===== config.mk =====
export PLATFORM = sky130hd
export DESIGN_NAME = sram_port_ctrl_flat
export DESIGN_NICKNAME = d
export VERILOG_FILES = /design/src/rtl/sram_port_pkg.sv /design/src/rtl/sram_port_ctrl_if.sv /design/src/rtl/sram_lane_fmt.sv /design/src/rtl/sram_port_ctrl.sv /design/src/flat_wrapper.sv
export SDC_FILE = /design/constraint.sdc
export NUM_CORES = 1
export LEC_CHECK = 0
export ABC_AREA = 0
export BUFFER_PORTS_ARGS = -buffer_cell sky130_fd_sc_hd__buf_4
export CAP_MARGIN = 20
export CORE_UTILIZATION = 40
export CTS_BUF_LIST = sky130_fd_sc_hd__clkbuf_8
export DETAILED_ROUTE_END_ITERATION = 8
export PLACE_DENSITY = 0.84
export SYNTH_ARGS = -nofsm -noshare
export SYNTH_HDL_FRONTEND = slang
export SYNTH_SLANG_ARGS = --single-unit
export TNS_END_PERCENT = 20

===== constraint.sdc =====
create_clock -name clk -period 2.5 [get_ports clk]
set_clock_uncertainty 0.15 [all_clocks]
set_input_delay 0.625 -clock clk [delete_from_list [all_inputs] [get_ports clk]]
set_output_delay 0.625 -clock clk [all_outputs]
set_load 0.01 [all_outputs]

===== src/rtl/sram_port_pkg.sv =====
// Shared encodings for the dpram port controller: access sizes, FSM states and
// the alignment/size legality rule used at accept time.
package sram_port_pkg;

  localparam logic [1:0] SIZE_B = 2'b00;
  localparam logic [1:0] SIZE_H = 2'b01;
  localparam logic [1:0] SIZE_W = 2'b10;
  localparam logic [1:0] SIZE_X = 2'b11;

  typedef enum logic [1:0] {
    IDLE = 2'd0,
    RESP = 2'd1,
    HOLD = 2'd2
  } state_e;

  // Misaligned halfword/word or the reserved size encoding.
  function automatic logic req_err(input logic [1:0] size, input logic [1:0] lo);
    logic err;
    case (size)
      SIZE_H:  err = lo[0];
      SIZE_W:  err = (lo != 2'b00);
      SIZE_X:  err = 1'b1;
      default: err = 1'b0;
    endcase
    return err;
  endfunction

endpackage


===== src/rtl/sram_port_ctrl_if.sv =====
// Request/response handshake between an initiator (LSU or debug bus) and the
// dpram port controller.
interface sram_port_ctrl_if #(
  parameter int unsigned RAM_AW = 11
) ();

  logic              req_vld;
  logic              req_rdy;
  logic              req_we;
  logic [RAM_AW+1:0] req_addr;
  logic [1:0]        req_size;
  logic              req_sext;
  logic [31:0]       req_wdata;
  logic              rsp_vld;
  logic              rsp_rdy;
  logic [31:0]       rsp_rdata;
  logic              rsp_err;

  modport master (
    output req_vld, req_we, req_addr, req_size, req_sext, req_wdata, rsp_rdy,
    input  req_rdy, rsp_vld, rsp_rdata, rsp_err
  );

  modport slave (
    input  req_vld, req_we, req_addr, req_size, req_sext, req_wdata, rsp_rdy,
    output req_rdy, rsp_vld, rsp_rdata, rsp_err
  );

endinterface


===== src/rtl/sram_lane_fmt.sv =====
// Byte-lane formatting for a 32-bit RAM word: store mask/replication on the
// request side, sub-word extract and sign/zero extension on the response side.
module sram_lane_fmt
  import sram_port_pkg::*;
(
  input  logic [1:0]  wr_size,
  input  logic [1:0]  wr_lo,
  input  logic        wr_we,
  input  logic [31:0] wr_data,
  output logic [3:0]  wem,
  output logic [31:0] din,
  input  logic [1:0]  rd_size,
  input  logic [1:0]  rd_lo,
  input  logic        rd_sext,
  input  logic [31:0] dout,
  output logic [31:0] rdata
);

  logic [31:0] byte_sh;
  logic [31:0] half_sh;

  // Store lanes: replicate data to every lane, the mask selects the live one(s)
  always_comb begin
    wem = 4'b0000;
    din = wr_data;
    case (wr_size)
      SIZE_B: begin
        wem = 4'b0001 << wr_lo;
        din = {4{wr_data[7:0]}};
      end
      SIZE_H: begin
        wem = 4'b0011 << {wr_lo[1], 1'b0};
        din = {2{wr_data[15:0]}};
      end
      SIZE_W:  wem = 4'b1111;
      default: wem = 4'b0000;
    endcase
    if (!wr_we) wem = 4'b0000;
  end

  // Load extract: shift the addressed lane down, then extend to 32 bits
  always_comb begin
    byte_sh = dout >> {rd_lo, 3'b000};
    half_sh = dout >> {rd_lo[1], 4'b0000};
    case (rd_size)
      SIZE_B:  rdata = {{24{rd_sext & byte_sh[7]}}, byte_sh[7:0]};
      SIZE_H:  rdata = {{16{rd_sext & half_sh[15]}}, half_sh[15:0]};
      default: rdata = dout;
    endcase
  end

endmodule


===== src/rtl/sram_port_ctrl.sv =====
// One-port dpram initiator: turns valid/ready byte-addressed load/store requests
// into RAM strobes and returns a valid/ready response one cycle later.
module sram_port_ctrl
  import sram_port_pkg::*;
#(
  parameter int unsigned RAM_AW = 11
) (
  input  logic              clk,
  input  logic              rst,
  sram_port_ctrl_if.slave   bus,
  output logic              ram_en,
  output logic              ram_we,
  output logic [3:0]        ram_wem,
  output logic [RAM_AW-1:0] ram_addr,
  output logic [31:0]       ram_din,
  input  logic [31:0]       ram_dout
);

  state_e      state_q, state_d;
  logic        req_rdy, rsp_vld, accept, err_c;
  logic [31:0] rsp_rdata, fmt_rdata, load_data, hold_q;
  logic [1:0]  lo_q, size_q;
  logic        sext_q, we_q, err_q;

  assign err_c  = req_err(bus.req_size, bus.req_addr[1:0]);
  assign accept = bus.req_vld & req_rdy;

  // Request side is purely combinational so the RAM sees the access in the accept cycle
  assign ram_en   = accept & ~err_c;
  assign ram_we   = bus.req_we;
  assign ram_addr = bus.req_addr[RAM_AW+1:2];

  sram_lane_fmt u_lane_fmt (
    .wr_size (bus.req_size),
    .wr_lo   (bus.req_addr[1:0]),
    .wr_we   (bus.req_we),
    .wr_data (bus.req_wdata),
    .wem     (ram_wem),
    .din     (ram_din),
    .rd_size (size_q),
    .rd_lo   (lo_q),
    .rd_sext (sext_q),
    .dout    (ram_dout),
    .rdata   (fmt_rdata)
  );

  // Stores and rejected requests return zero data
  assign load_data = (we_q | err_q) ? 32'd0 : fmt_rdata;

  // State register
  always_ff @(posedge clk) begin
    if (rst) state_q <= IDLE;
    else     state_q <= state_d;
  end

  // Next state: a pending response leaves only when the consumer takes it
  always_comb begin
    state_d = state_q;
    unique case (state_q)
      IDLE: if (accept) state_d = RESP;
      RESP, HOLD: begin
        if (bus.rsp_rdy) state_d = accept ? RESP : IDLE;
        else             state_d = HOLD;
      end
      default: state_d = IDLE;
    endcase
  end

  // Outputs: RESP bypasses RAM data, HOLD replays the captured copy
  always_comb begin
    rsp_vld   = (state_q != IDLE);
    req_rdy   = ~rst & ((state_q == IDLE) | (rsp_vld & bus.rsp_rdy));
    rsp_rdata = 32'd0;
    unique case (state_q)
      RESP:    rsp_rdata = load_data;
      HOLD:    rsp_rdata = hold_q;
      default: rsp_rdata = 32'd0;
    endcase
  end

  assign bus.req_rdy   = req_rdy;
  assign bus.rsp_vld   = rsp_vld;
  assign bus.rsp_rdata = rsp_rdata;
  assign bus.rsp_err   = rsp_vld & err_q;

  // Request attributes captured at accept for formatting the response
  always_ff @(posedge clk) begin
    if (rst) begin
      lo_q   <= 2'b00;
      size_q <= SIZE_B;
      sext_q <= 1'b0;
      we_q   <= 1'b0;
      err_q  <= 1'b0;
    end else if (accept) begin
      lo_q   <= bus.req_addr[1:0];
      size_q <= bus.req_size;
      sext_q <= bus.req_sext;
      we_q   <= bus.req_we;
      err_q  <= err_c;
    end
  end

  // Hold register: freezes the response so later RAM output changes are invisible
  always_ff @(posedge clk) begin
    if (rst)                  hold_q <= 32'd0;
    else if (state_q == RESP) hold_q <= load_data;
  end

endmodule


===== src/flat_wrapper.sv =====
// flat-port wrapper written by rule: the top's interface ports become plain ports
module sram_port_ctrl_flat import sram_port_pkg::*;
#(
  parameter int unsigned RAM_AW = 11
)
  (clk, rst, ram_en, ram_we, ram_wem, ram_addr, ram_din, ram_dout, bus_req_vld, bus_req_we, bus_req_addr, bus_req_size, bus_req_sext, bus_req_wdata, bus_rsp_rdy, bus_req_rdy, bus_rsp_vld, bus_rsp_rdata, bus_rsp_err);
  sram_port_ctrl_if #(.RAM_AW(RAM_AW)) bus_i ();
  input  logic clk;
  input  logic rst;
  output logic ram_en;
  output logic ram_we;
  output logic [3:0] ram_wem;
  output logic [RAM_AW-1:0] ram_addr;
  output logic [31:0] ram_din;
  input  logic [31:0] ram_dout;
  input wire logic [$bits(bus_i.req_vld)-1:0] bus_req_vld;
  input wire logic [$bits(bus_i.req_we)-1:0] bus_req_we;
  input wire logic [$bits(bus_i.req_addr)-1:0] bus_req_addr;
  input wire logic [$bits(bus_i.req_size)-1:0] bus_req_size;
  input wire logic [$bits(bus_i.req_sext)-1:0] bus_req_sext;
  input wire logic [$bits(bus_i.req_wdata)-1:0] bus_req_wdata;
  input wire logic [$bits(bus_i.rsp_rdy)-1:0] bus_rsp_rdy;
  output wire logic [$bits(bus_i.req_rdy)-1:0] bus_req_rdy;
  output wire logic [$bits(bus_i.rsp_vld)-1:0] bus_rsp_vld;
  output wire logic [$bits(bus_i.rsp_rdata)-1:0] bus_rsp_rdata;
  output wire logic [$bits(bus_i.rsp_err)-1:0] bus_rsp_err;
  assign bus_i.req_vld = bus_req_vld;
  assign bus_i.req_we = bus_req_we;
  assign bus_i.req_addr = bus_req_addr;
  assign bus_i.req_size = bus_req_size;
  assign bus_i.req_sext = bus_req_sext;
  assign bus_i.req_wdata = bus_req_wdata;
  assign bus_i.rsp_rdy = bus_rsp_rdy;
  assign bus_req_rdy = bus_i.req_rdy;
  assign bus_rsp_vld = bus_i.rsp_vld;
  assign bus_rsp_rdata = bus_i.rsp_rdata;
  assign bus_rsp_err = bus_i.rsp_err;
  sram_port_ctrl #(.RAM_AW(RAM_AW)) u_core (.clk(clk), .rst(rst), .bus(bus_i), .ram_en(ram_en), .ram_we(ram_we), .ram_wem(ram_wem), .ram_addr(ram_addr), .ram_din(ram_din), .ram_dout(ram_dout));
endmodule

==> results.toml <==
[layout]
fin_util_pct = 63.3
fin_nets = 680
layout.cells.non_filler = 694
n_antenna_cell = 0
areaGrowthSynthToFinish_pct = 50.2
mostFrequentLayoutCells = "buf_4 (183), nand2_1 (57), nor2_1 (54), dfxtp_1 (36)"
fin_area_sq_um = 4990
final_common_cell = "buf_4"
drive_gt1_share_pct = 46.6

[pwr]
p_switching_mw = 0.650
switching_share_pct = 34.6
clockPowerShare_pct = 23.9
internal_power_mw = 1.23
p_seq_share_pct = 37.8
power_density_nw_per_um2 = 376
ir_worst_vdd_v = 0.000206
p_leak_nw = 2.17
p_comb_share_pct = 38.4

[global_routing]
grt-ovfl-total = 0
antenna_found_initial = 0
track_usage_pct = 27.1
first_global_vias = 3904
grt_pass1_wl_um = 18500
grt_max_degree = 24

[route]
vias_per_cell = 5.78
wl_per_cell_um = 17.2
first_pass_iters = 5
drt_iter0_markers = 300
vias = 4014
wl_um = 11900
ant_nets = 0
drc_errors = 0

[placement]
dpl_cell_area_sq_um = 4570
place_ws_ns = -0.0924
port_buffers = 146
dpl.hpwl_um = 8970
finalWeightedCongestion = 0.949
dp_cells = 680

[setup_path]
cp.depth = 8
cp_max_fo = 6
crit_top_cell = "buf_12"
max_stage_delay_ns = 0.36
reg2reg_depth = 8
cp_slowest_cell = "dfxtp_2"
critPathLaunchType = "flip-flop"
critPathTopFamily = "buffers and inverters"
critPathBufInv = 4
cp_data_arrival_time_ns = 1.92
critPathCaptureType = "output port"
cp_cell_sequence = "inv_4 -> buf_12 -> ha_4 -> buf_12 -> nand2_8 -> nor3_4 -> a221o_1 -> buf_4"
crit_type = "reg -> out"
required_ns = 1.73

[run_status]
status = "finished with violations"
violations = "negative setup slack"

[sta]
hold_viol = 0
setup_viol = 32
worst_slew_margin_rel_pct = 72.8
fin_crit_ns = 2.69
drv_slew = 0
setup_tns_ns = -3.88
rsz0062_at_grt = "true"
fmax_mhz = 371
worst_slack_ns = -0.195
worst_pin_slew_ns = 0.398
fin_crit_sh_pct = 108

[synthesis]
ys_ff_latch = 41
synth_edf_count = 0
synth_compound_area_share_pct = 28.2
yosysSeqAreaShare_pct = 24.7
ys.warnings.count = 0
synthAdderAreaFrac_pct = 1.51
synth.avg_cell_area_sq_um = 7.50
ys_async_sr_fraction_pct = 0
yosysUniqueCellTypes = 50
syn_inst = 443
netlist_area_sq_um = 3320
muxShareOfSynthArea_pct = 11.8
synth_xor_area_share_pct = 0
syn_nets = 532
synth_top_family_by_area = "compound AO/OA/AOI/OAI gates"
synthSimpleGateAreaFrac_pct = 23.2
synth_flop_cell = "dfxtp_1"

[floorplan]
io-pin-count = 169
start_util_pct = 42.1
die_y_um = 93.1
die_x_um = 93.1
rows = 32
core_sq_um = 7890
die-area_sq_um = 8670

[cts]
cts_hold_buf = 0
clk_latency_ns = 0.30
cts.clk_slew.worst_paths_ns = 0.08
cts_tree = "done"
clock_path_buffers = 2
cts.sinks = 41
cts_root_buffer = "clkbuf_8"
htreeDepth = 2
cts_buffers = 5

[min_path]
min_path_type = "reg -> reg"
holdPathStages = 2

[flow_run]
cap_viol_max_count = 0
-- cells in the mapped netlist (2+ instances only) --
| cell | n | area share [%] |
|---|---|---|
| dfxtp_1 | 41 | 25 |
| nor2_1 | 54 | 6.1 |
| inv_1 | 8 | 0.90 |
| nand2b_1 | 4 | 0.75 |
| a2111oi_0 | 14 | 3.7 |
| nor3_1 | 9 | 1.4 |
| nor2b_1 | 10 | 1.9 |
| buf_2 | 5 | 0.75 |
| a211oi_1 | 8 | 1.8 |
| mux2_2 | 16 | 5.4 |
| buf_6 | 3 | 1.0 |
| o211ai_1 | 2 | 0.45 |
| o31ai_1 | 3 | 0.68 |
| clkbuf_1 | 20 | 2.3 |
| and2b_1 | 7 | 1.6 |
| o21ai_2 | 11 | 2.9 |
| a221o_1 | 12 | 3.6 |
| nand2_1 | 58 | 6.6 |
| nand3b_1 | 7 | 1.6 |
| a22o_1 | 8 | 2.1 |
| nand3_1 | 6 | 0.90 |
| mux2i_1 | 21 | 6.3 |
| a21oi_1 | 25 | 3.8 |
| ha_1 | 4 | 1.5 |
| buf_4 | 24 | 5.4 |
| o21ai_0 | 39 | 5.9 |
-- worst paths after layout --
path / endpoint / slack (ns) / startpoint
worst max-delay path: bus_rsp_rdata[13] / -0.19 / u_core.state_q[1]
worst min-delay path: u_core.hold_q[28] / 0.31 / u_core.hold_q[28]
worst max register to register: u_core.hold_q[12] / 0.32 / u_core.state_q[1]
worst min register to register: u_core.hold_q[28] / 0.31 / u_core.hold_q[28]
-- layout make-up --
type                       count  area [sq um]
fill                         652          2900
sequential                    41           832
timing repair buffer         194          1520
inverter                       9          38.8
clock inverter                 3          17.5
clock buffer                   5          68.8
multi-input combinational    340          2380
tap                          102           128
-- layer usage --
| metal | GRT usage, % | wire, um | vias to the layer above |
|---|---|---|---|
| met5 | 0 | 0 | - |
| met4 | 13.1 | 492 | 0 |
| met3 | 5.04 | 787 | 37 |
| met2 | 51.2 | 6230 | 197 |
| met1 | 28.5 | 4410 | 1917 |
| li1 | - | - | 1863 |
-- registers in the layout, indices dropped and copies added, names as in the netlist --
| register | count |
|---|---|
| u_core.err_q | 1 |
| u_core.we_q | 1 |
| u_core.sext_q | 1 |
| u_core.size_q | 2 |
| u_core.state_q | 2 |
| u_core.hold_q | 32 |
| u_core.lo_q | 2 |
-- kinds of logic after synthesis --
| group | count (synthesis) |
|---|---|
| and+or+nand+nor | 164 |
| adders and majority gates | 4 |
| DFF | 41 |
| AOI/OAI and AO/OA | 135 |
| buffers and inverters | 62 |
| muxes | 37 |
-- repair_timing --
item                                    4_1_cts  5_1_grt
cloned                                        1        0
buffers inserted                              5        1
resized for setup                            74       11
endpoints found under the setup margin       32       32
pin swaps                                    19        8
-- worst reg2reg max path, delay by kind of cell, from the launching register on --
family          cells  cell delay (ns)
simple gates        2             0.77
flops               1             0.34
buf+inv             4             0.53
compound gates      1             0.20
fa+ha+maj           1             0.13
-- metrics by stage --
stage          power [mW]  hold slack [ns]
2_1_floorplan        1.07            0.275
3_3_place_gp         1.34            0.284
3_5_place_dp         1.36            0.291
4_1_cts              1.85            0.311
5_1_grt              1.96            0.335
6_report             1.88            0.313
-- power groups by stage --
| stage | registers (mW) | clock network, mW | logic [mW] |
|---|---|---|---|
| final | 0.709 | 0.448 | 0.720 |
| after global routing | 0.711 | 0.475 | 0.771 |
| after CTS | 0.706 | 0.448 | 0.696 |
| after detailed placement | 0.719 | 0 | 0.637 |
| after global placement | 0.716 | 0 | 0.620 |
| after floorplan | 0.711 | 0 | 0.359 |
No activity file was read; power rests on OpenSTA's default activity.
